File: src/rtl/dlx_pipe_pkg.sv
// Shared widths, ALU opcodes and register constants for the DLX pipeline.
package dlx_pipe_pkg;

    localparam int unsigned DATA_W = 32;
    localparam int unsigned RA_W   = 5;
    localparam int unsigned OP_W   = 5;

    localparam logic [OP_W-1:0] ALU_AND = 5'd0;
    localparam logic [OP_W-1:0] ALU_OR  = 5'd1;
    localparam logic [OP_W-1:0] ALU_ADD = 5'd2;
    localparam logic [OP_W-1:0] ALU_SUB = 5'd3;
    localparam logic [OP_W-1:0] ALU_LHI = 5'd12;

    // r0 is hard-wired zero and is never a forwarding target.
    localparam logic [RA_W-1:0] REG_ZERO = 5'd0;

endpackage

File: src/rtl/fwd_mux.sv
// Forwarding select for one source register: EX > MEM > WB > register file.
module fwd_mux #(
    parameter int unsigned DATA_W = dlx_pipe_pkg::DATA_W,
    parameter int unsigned RA_W   = dlx_pipe_pkg::RA_W
) (
    input  logic [RA_W-1:0]   rs_i,
    input  logic [DATA_W-1:0] rf_val_i,
    input  logic              ex_en_i,
    input  logic [RA_W-1:0]   ex_rd_i,
    input  logic [DATA_W-1:0] ex_val_i,
    input  logic              mem_en_i,
    input  logic [RA_W-1:0]   mem_rd_i,
    input  logic [DATA_W-1:0] mem_val_i,
    input  logic              wb_en_i,
    input  logic [RA_W-1:0]   wb_rd_i,
    input  logic [DATA_W-1:0] wb_val_i,
    output logic [DATA_W-1:0] val_o
);

    logic rs_nz;
    assign rs_nz = (rs_i != RA_W'(dlx_pipe_pkg::REG_ZERO));

    // Youngest matching producer wins; r0 always reads the register file.
    always_comb begin
        val_o = rf_val_i;
        if (rs_nz && ex_en_i && (ex_rd_i == rs_i)) begin
            val_o = ex_val_i;
        end else if (rs_nz && mem_en_i && (mem_rd_i == rs_i)) begin
            val_o = mem_val_i;
        end else if (rs_nz && wb_en_i && (wb_rd_i == rs_i)) begin
            val_o = wb_val_i;
        end
    end

endmodule

File: src/rtl/id_ex_stage.sv
// ID/EX pipeline register with operand forwarding and load-use interlock.
module id_ex_stage #(
    parameter int unsigned DATA_W = dlx_pipe_pkg::DATA_W,
    parameter int unsigned RA_W   = dlx_pipe_pkg::RA_W,
    parameter int unsigned OP_W   = dlx_pipe_pkg::OP_W
) (
    input  logic              clk,
    input  logic              reset,
    input  logic              id_valid,
    input  logic [RA_W-1:0]   id_rs1,
    input  logic [RA_W-1:0]   id_rs2,
    input  logic [RA_W-1:0]   id_rd,
    input  logic [DATA_W-1:0] id_rs1_val,
    input  logic [DATA_W-1:0] id_rs2_val,
    input  logic [DATA_W-1:0] id_imm,
    input  logic              id_use_imm,
    input  logic              id_uses_rs2,
    input  logic [OP_W-1:0]   id_alu_op,
    input  logic              id_is_load,
    input  logic              id_reg_write,
    input  logic [DATA_W-1:0] ex_fwd_result,
    input  logic [RA_W-1:0]   mem_rd,
    input  logic              mem_reg_write,
    input  logic [DATA_W-1:0] mem_result,
    input  logic [RA_W-1:0]   wb_rd,
    input  logic              wb_reg_write,
    input  logic [DATA_W-1:0] wb_result,
    input  logic              flush,
    input  logic              hold,
    output logic [DATA_W-1:0] ex_a,
    output logic [DATA_W-1:0] ex_b,
    output logic [DATA_W-1:0] ex_store_data,
    output logic [OP_W-1:0]   ex_op,
    output logic [RA_W-1:0]   ex_rd,
    output logic              ex_valid,
    output logic              ex_is_load,
    output logic              ex_reg_write,
    output logic              stall_id
);

    logic [DATA_W-1:0] ex_a_q, ex_a_d, ex_b_q, ex_b_d, ex_sd_q, ex_sd_d;
    logic [OP_W-1:0]   ex_op_q, ex_op_d;
    logic [RA_W-1:0]   ex_rd_q, ex_rd_d;
    logic              ex_valid_q, ex_valid_d, ex_is_load_q, ex_is_load_d;
    logic              ex_reg_write_q, ex_reg_write_d;
    logic [DATA_W-1:0] rs1_fwd, rs2_fwd;
    logic              ex_fwd_en, load_use;

    // A load's value is not ready in EX, so it cannot be forwarded from there.
    assign ex_fwd_en = ex_valid_q & ex_reg_write_q & ~ex_is_load_q;

    fwd_mux #(.DATA_W(DATA_W), .RA_W(RA_W)) u_fwd_rs1 (
        .rs_i      (id_rs1),
        .rf_val_i  (id_rs1_val),
        .ex_en_i   (ex_fwd_en),
        .ex_rd_i   (ex_rd_q),
        .ex_val_i  (ex_fwd_result),
        .mem_en_i  (mem_reg_write),
        .mem_rd_i  (mem_rd),
        .mem_val_i (mem_result),
        .wb_en_i   (wb_reg_write),
        .wb_rd_i   (wb_rd),
        .wb_val_i  (wb_result),
        .val_o     (rs1_fwd)
    );

    fwd_mux #(.DATA_W(DATA_W), .RA_W(RA_W)) u_fwd_rs2 (
        .rs_i      (id_rs2),
        .rf_val_i  (id_rs2_val),
        .ex_en_i   (ex_fwd_en),
        .ex_rd_i   (ex_rd_q),
        .ex_val_i  (ex_fwd_result),
        .mem_en_i  (mem_reg_write),
        .mem_rd_i  (mem_rd),
        .mem_val_i (mem_result),
        .wb_en_i   (wb_reg_write),
        .wb_rd_i   (wb_rd),
        .wb_val_i  (wb_result),
        .val_o     (rs2_fwd)
    );

    // Load in EX feeding the instruction in ID; stall is masked while in reset.
    always_comb begin
        load_use = id_valid & ex_valid_q & ex_is_load_q &
                   (ex_rd_q != RA_W'(dlx_pipe_pkg::REG_ZERO)) &
                   ((ex_rd_q == id_rs1) | (id_uses_rs2 & (ex_rd_q == id_rs2)));
        stall_id = ~reset & (hold | load_use);
    end

    // Next EX contents: hold > flush > load-use bubble > normal capture.
    always_comb begin
        ex_a_d         = rs1_fwd;
        ex_b_d         = id_use_imm ? id_imm : rs2_fwd;
        ex_sd_d        = rs2_fwd;
        ex_op_d        = id_alu_op;
        ex_rd_d        = id_rd;
        ex_valid_d     = id_valid;
        ex_is_load_d   = id_is_load & id_valid;
        ex_reg_write_d = id_reg_write & id_valid;
        if (hold) begin
            ex_a_d         = ex_a_q;
            ex_b_d         = ex_b_q;
            ex_sd_d        = ex_sd_q;
            ex_op_d        = ex_op_q;
            ex_rd_d        = ex_rd_q;
            ex_valid_d     = ex_valid_q;
            ex_is_load_d   = ex_is_load_q;
            ex_reg_write_d = ex_reg_write_q;
        end else if (flush || load_use) begin
            // Bubble: data fields are don't-care, control is cleared.
            ex_op_d        = '0;
            ex_valid_d     = 1'b0;
            ex_is_load_d   = 1'b0;
            ex_reg_write_d = 1'b0;
        end
    end

    // EX register bank with synchronous reset.
    always_ff @(posedge clk) begin
        if (reset) begin
            ex_a_q         <= '0;
            ex_b_q         <= '0;
            ex_sd_q        <= '0;
            ex_op_q        <= '0;
            ex_rd_q        <= '0;
            ex_valid_q     <= 1'b0;
            ex_is_load_q   <= 1'b0;
            ex_reg_write_q <= 1'b0;
        end else begin
            ex_a_q         <= ex_a_d;
            ex_b_q         <= ex_b_d;
            ex_sd_q        <= ex_sd_d;
            ex_op_q        <= ex_op_d;
            ex_rd_q        <= ex_rd_d;
            ex_valid_q     <= ex_valid_d;
            ex_is_load_q   <= ex_is_load_d;
            ex_reg_write_q <= ex_reg_write_d;
        end
    end

    assign ex_a          = ex_a_q;
    assign ex_b          = ex_b_q;
    assign ex_store_data = ex_sd_q;
    assign ex_op         = ex_op_q;
    assign ex_rd         = ex_rd_q;
    assign ex_valid      = ex_valid_q;
    assign ex_is_load    = ex_is_load_q;
    assign ex_reg_write  = ex_reg_write_q;

endmodule

File: config.mk
export PLATFORM = sky130hd
export DESIGN_NAME = id_ex_stage
export DESIGN_NICKNAME = d
export VERILOG_FILES = /design/src/rtl/dlx_pipe_pkg.sv /design/src/rtl/fwd_mux.sv /design/src/rtl/id_ex_stage.sv
export SDC_FILE = /design/constraint.sdc
export NUM_CORES = 1
export LEC_CHECK = 0
export BUFFER_PORTS_ARGS = -buffer_cell sky130_fd_sc_hd__buf_2
export CORE_AREA = 2 2 134 136
export CTS_CLUSTER_SIZE = 20
export DETAILED_ROUTE_END_ITERATION = 7
export DIE_AREA = 0 0 136 138
export GPL_TIMING_DRIVEN = 0
export PLACE_DENSITY = 0.73
export SLEW_MARGIN = 20
export SYNTH_ARGS = -nofsm -noshare
export SYNTH_HDL_FRONTEND = slang
export SYNTH_HIERARCHICAL = 1
export SYNTH_SLANG_ARGS = --single-unit
File: constraint.sdc
create_clock -name clk -period 2 [get_ports clk]
set_input_delay 0.1 -clock clk [delete_from_list [all_inputs] [get_ports clk]]
set_output_delay 0.1 -clock clk [all_outputs]
set_load 0.005 [all_outputs]
==> impl_metrics.py <==
metrics = {
    "status": {
        "outcome": "finished, violations left",
        "violations": "negative setup slack",
    },
    "die": {
        "die_y_um": 138,
        "coreArea_um2": 17500,
        "die_w_um": 136,
        "initial_core_util": 0.387,
        "die-area_um2": 18800,
        "ioPinCount": 343,
        "row_count": 49,
    },
    "clock_network": {
        "cts_buffers": 9,
        "cts.sinks": 109,
        "cts_tree": "done",
        "clk_pin_slew_ns": 0.08,
        "insertion_delay_ns": 0.35,
        "cts_buffer_depth": 2,
        "cts_root_buf": "clkbuf_16",
        "htreeDepth": 3,
    },
    "route": {
        "vias_per_cell": 5.53,
        "drt.antenna.violating_nets": 0,
        "routedWlPerCell_um": 21.1,
        "drtPass1Iterations": 5,
        "drc": 0,
        "drt_iter0_drc": 335,
        "wl_mm": 30.7,
        "num_vias": 8034,
    },
    "sta": {
        "setup_viol": 92,
        "maxSlewHeadroom": 0.533,
        "tightest_slew_ns": 0.700,
        "hold_ws_ns": 0.0180,
        "worst_slack_ns": -0.330,
        "timing.final.crit_share": 1.16,
        "fmax_mhz": 429,
        "rsz0062_at_grt": "yes",
        "fin_skew_ns": 0.0105,
        "fin_crit_ns": 2.33,
        "fin_setup_tns_ns": -16.28,
        "finalHoldViolations": 0,
        "slew_viol_final": 0,
    },
    "yosys": {
        "synthTopCellsByCount": "196 x nor2_1, 159 x mux2i_1, 109 x dfxtp_1",
        "synth-edff-count": 0,
        "synth_cells": 819,
        "synth.area.top_cells": "dfxtp_1 32%, mux2i_1 23%, nor2_1 11%",
        "ys_seq_area_frac": 0.321,
        "asyncSetResetFlopFracSynth": 0,
        "synth.distinct_cells": 37,
        "synth_nets": 1052,
        "syn_area_um2": 6790,
        "syn_area_per_cell_um2": 8.29,
        "synth-seq-cells": 109,
        "synth_flop_cell": "dfxtp_1",
        "yosysTopAreaCell": "dfxtp_1",
        "yosysMostFrequentCell": "nor2_1",
        "synth_top_area_share": 0.321,
        "synth_warnings": 6,
    },
    "critical_path": {
        "worst-setup-path-type": "flop to flop",
        "r2r_slack_ns": -0.33,
        "cp.arrival_ns": 2.62,
        "worstSetupEndpointType": "flop",
        "critPathLaunchType": "flop",
        "crit_fanout": 8,
        "crit_path_frequent_cell": "nor2_1",
        "worst_path_largest_cell_delay_ns": 0.34,
        "crit_required_ns": 2.29,
        "cp_slowest_cell": "dfxtp_4",
        "critPathBufInv": 4,
        "path_cells": "and3b_1, nand2_2, buf_6, nor4_4, buf_4, nor2_4, buf_12, clkbuf_16, a211oi_4, mux2i_1, nor2_1, a21oi_1, nor2_1",
        "path_delay_family": "simple AND/OR/NAND/NOR gates",
    },
    "placement": {
        "io_buffers": 340,
        "gp_congestion": 0.862,
        "place_inst": 1388,
        "hpwl_mm": 21.5,
    },
    "pwr": {
        "irDropWorstVdd_mv": 0.531,
        "p_leak_uw": 0.00537,
        "p_per_area_nw_per_um2": 540,
    },
    "global_routing": {
        "grt_pass1_vias": 8015,
        "grt_pass1_wl_mm": 43.5,
        "grt_overflow_total": 0,
        "antenna_found_initial": 1,
        "grt_use_total": 0.303,
        "grt_max_degree": 19,
    },
    "layout": {
        "syn2layout_area_growth_pct": 62.4,
        "nNetsFinal": 1452,
        "seq_area_um2": 2210,
        "n_fill_cell": 1488,
        "final_cells": 1454,
        "final_layout_size_suffix_gt1_frac": 0.506,
        "multi_input_area_um2": 5300,
    },
    "worst_hold_path": {
        "hp-class": "input pin to flop",
    },
    "job": {
        "max_cap_violations": 0,
    },
}
[cell type report]
type                       instances  share of cell area
clock inverter                     6              0.0107
sequential                       109               0.200
multi-input combinational        646               0.481
timing repair buffer             391               0.214
tap                              229              0.0260
antenna                            1            0.000227
buffer                            62              0.0469
clock buffer                      10              0.0208
[power breakdown]
group	internal (µW)	switching, µW
sequential	2310	86.3
clock	1240	875
combinational	698	741
[per-stage QoR]
stage | instance area, µm² | total power [µW] | utilization | setup slack [ns]
6_report | 11000 | 5950 | 0.629 | -0.330
5_1_grt | 11000 | 6200 | 0.629 | -0.446
3_3_place_gp | 8840 | 3650 | 0.504 | -0.748
3_5_place_dp | 8840 | 3680 | 0.504 | -0.777
2_1_floorplan | 6860 | 3070 | - | -0.0318
4_1_cts | 10400 | 5900 | 0.592 | -0.290
[registers in the layout (all words and copies together) (netlist names)]
signal and flops:
ex_b 32, ex_store_data 32, ex_a 32, ex_op 5
ex_valid 1, ex_reg_write 1, ex_is_load 1, ex_rd 5
[worst paths after layout]
check,start,to,cells after the start
max reg2reg,ex_is_load,ex_b[27],13
max,ex_is_load,ex_b[27],13
min reg2reg,ex_op[3],ex_op[3],2
min,id_rd[0],ex_rd[0],3
[routing by layer]
metal / up-vias / part of all wire / global-route usage
met4: 2 / 0.029 / 0.112
met2: 404 / 0.50 / 0.538
met1: 3864 / 0.39 / 0.359
met5: - / 0.00042 / 0
li1: 3695 / - / -
met3: 69 / 0.080 / 0.0565
[cell usage in the layout (no fill, tap or decap), types with 7 or more instances in the layout]
cell type | netlist | routed
o21ai_1 | 8 | 10
nor3_2 | 1 | 19
dfxtp_1 | 109 | 102
clkbuf_16 | 0 | 13
nor2_1 | 196 | 136
a21oi_1 | 32 | 31
and2_1 | 10 | 10
buf_6 | 2 | 10
nand2_1 | 24 | 21
o21ai_2 | 0 | 8
nor3_4 | 0 | 11
buf_8 | 0 | 7
nor2_4 | 0 | 42
xor2_1 | 12 | 12
nor2_2 | 0 | 18
xnor2_1 | 22 | 20
clkbuf_1 | 26 | 17
buf_4 | 3 | 20
mux2i_1 | 159 | 159
a211oi_4 | 0 | 22
buf_12 | 0 | 15
buf_2 | 28 | 352
a211oi_2 | 20 | 35
dlygate4sd3_1 | 0 | 8
nand3_1 | 7 | 7
nor3_1 | 60 | 31
[logic make-up (layout without fill, tap and decap cells)]
logic type | after synthesis | after routing | synth area share
xor gates and xnor gates | 34 | 34 | 0.0439
buffers and inverters | 64 | 469 | 0.0444
muxes | 159 | 159 | 0.234
other | 0 | 1 | 0
and+or+nand+nor | 320 | 320 | 0.210
AOI/OAI and AO/OA | 133 | 133 | 0.146
DFF | 109 | 109 | 0.321
[worst min-delay path: cells and delay by family]
family,cells,cell delay [ns]
buf+inv,1,0.08
mux,1,0.06
simple gates,1,0.08
[repair_timing]
action | 4_1_cts | 5_1_grt
hold buffers | 8 | 0
cloned | 9 | 4
endpoints found under the setup margin | 97 | 97
pin swaps | 19 | 42
gates resized for setup | 190 | 122
hold endpoints to repair | 8 | 0
setup buffers | 23 | 10
Power figures use the tool's default switching activity.
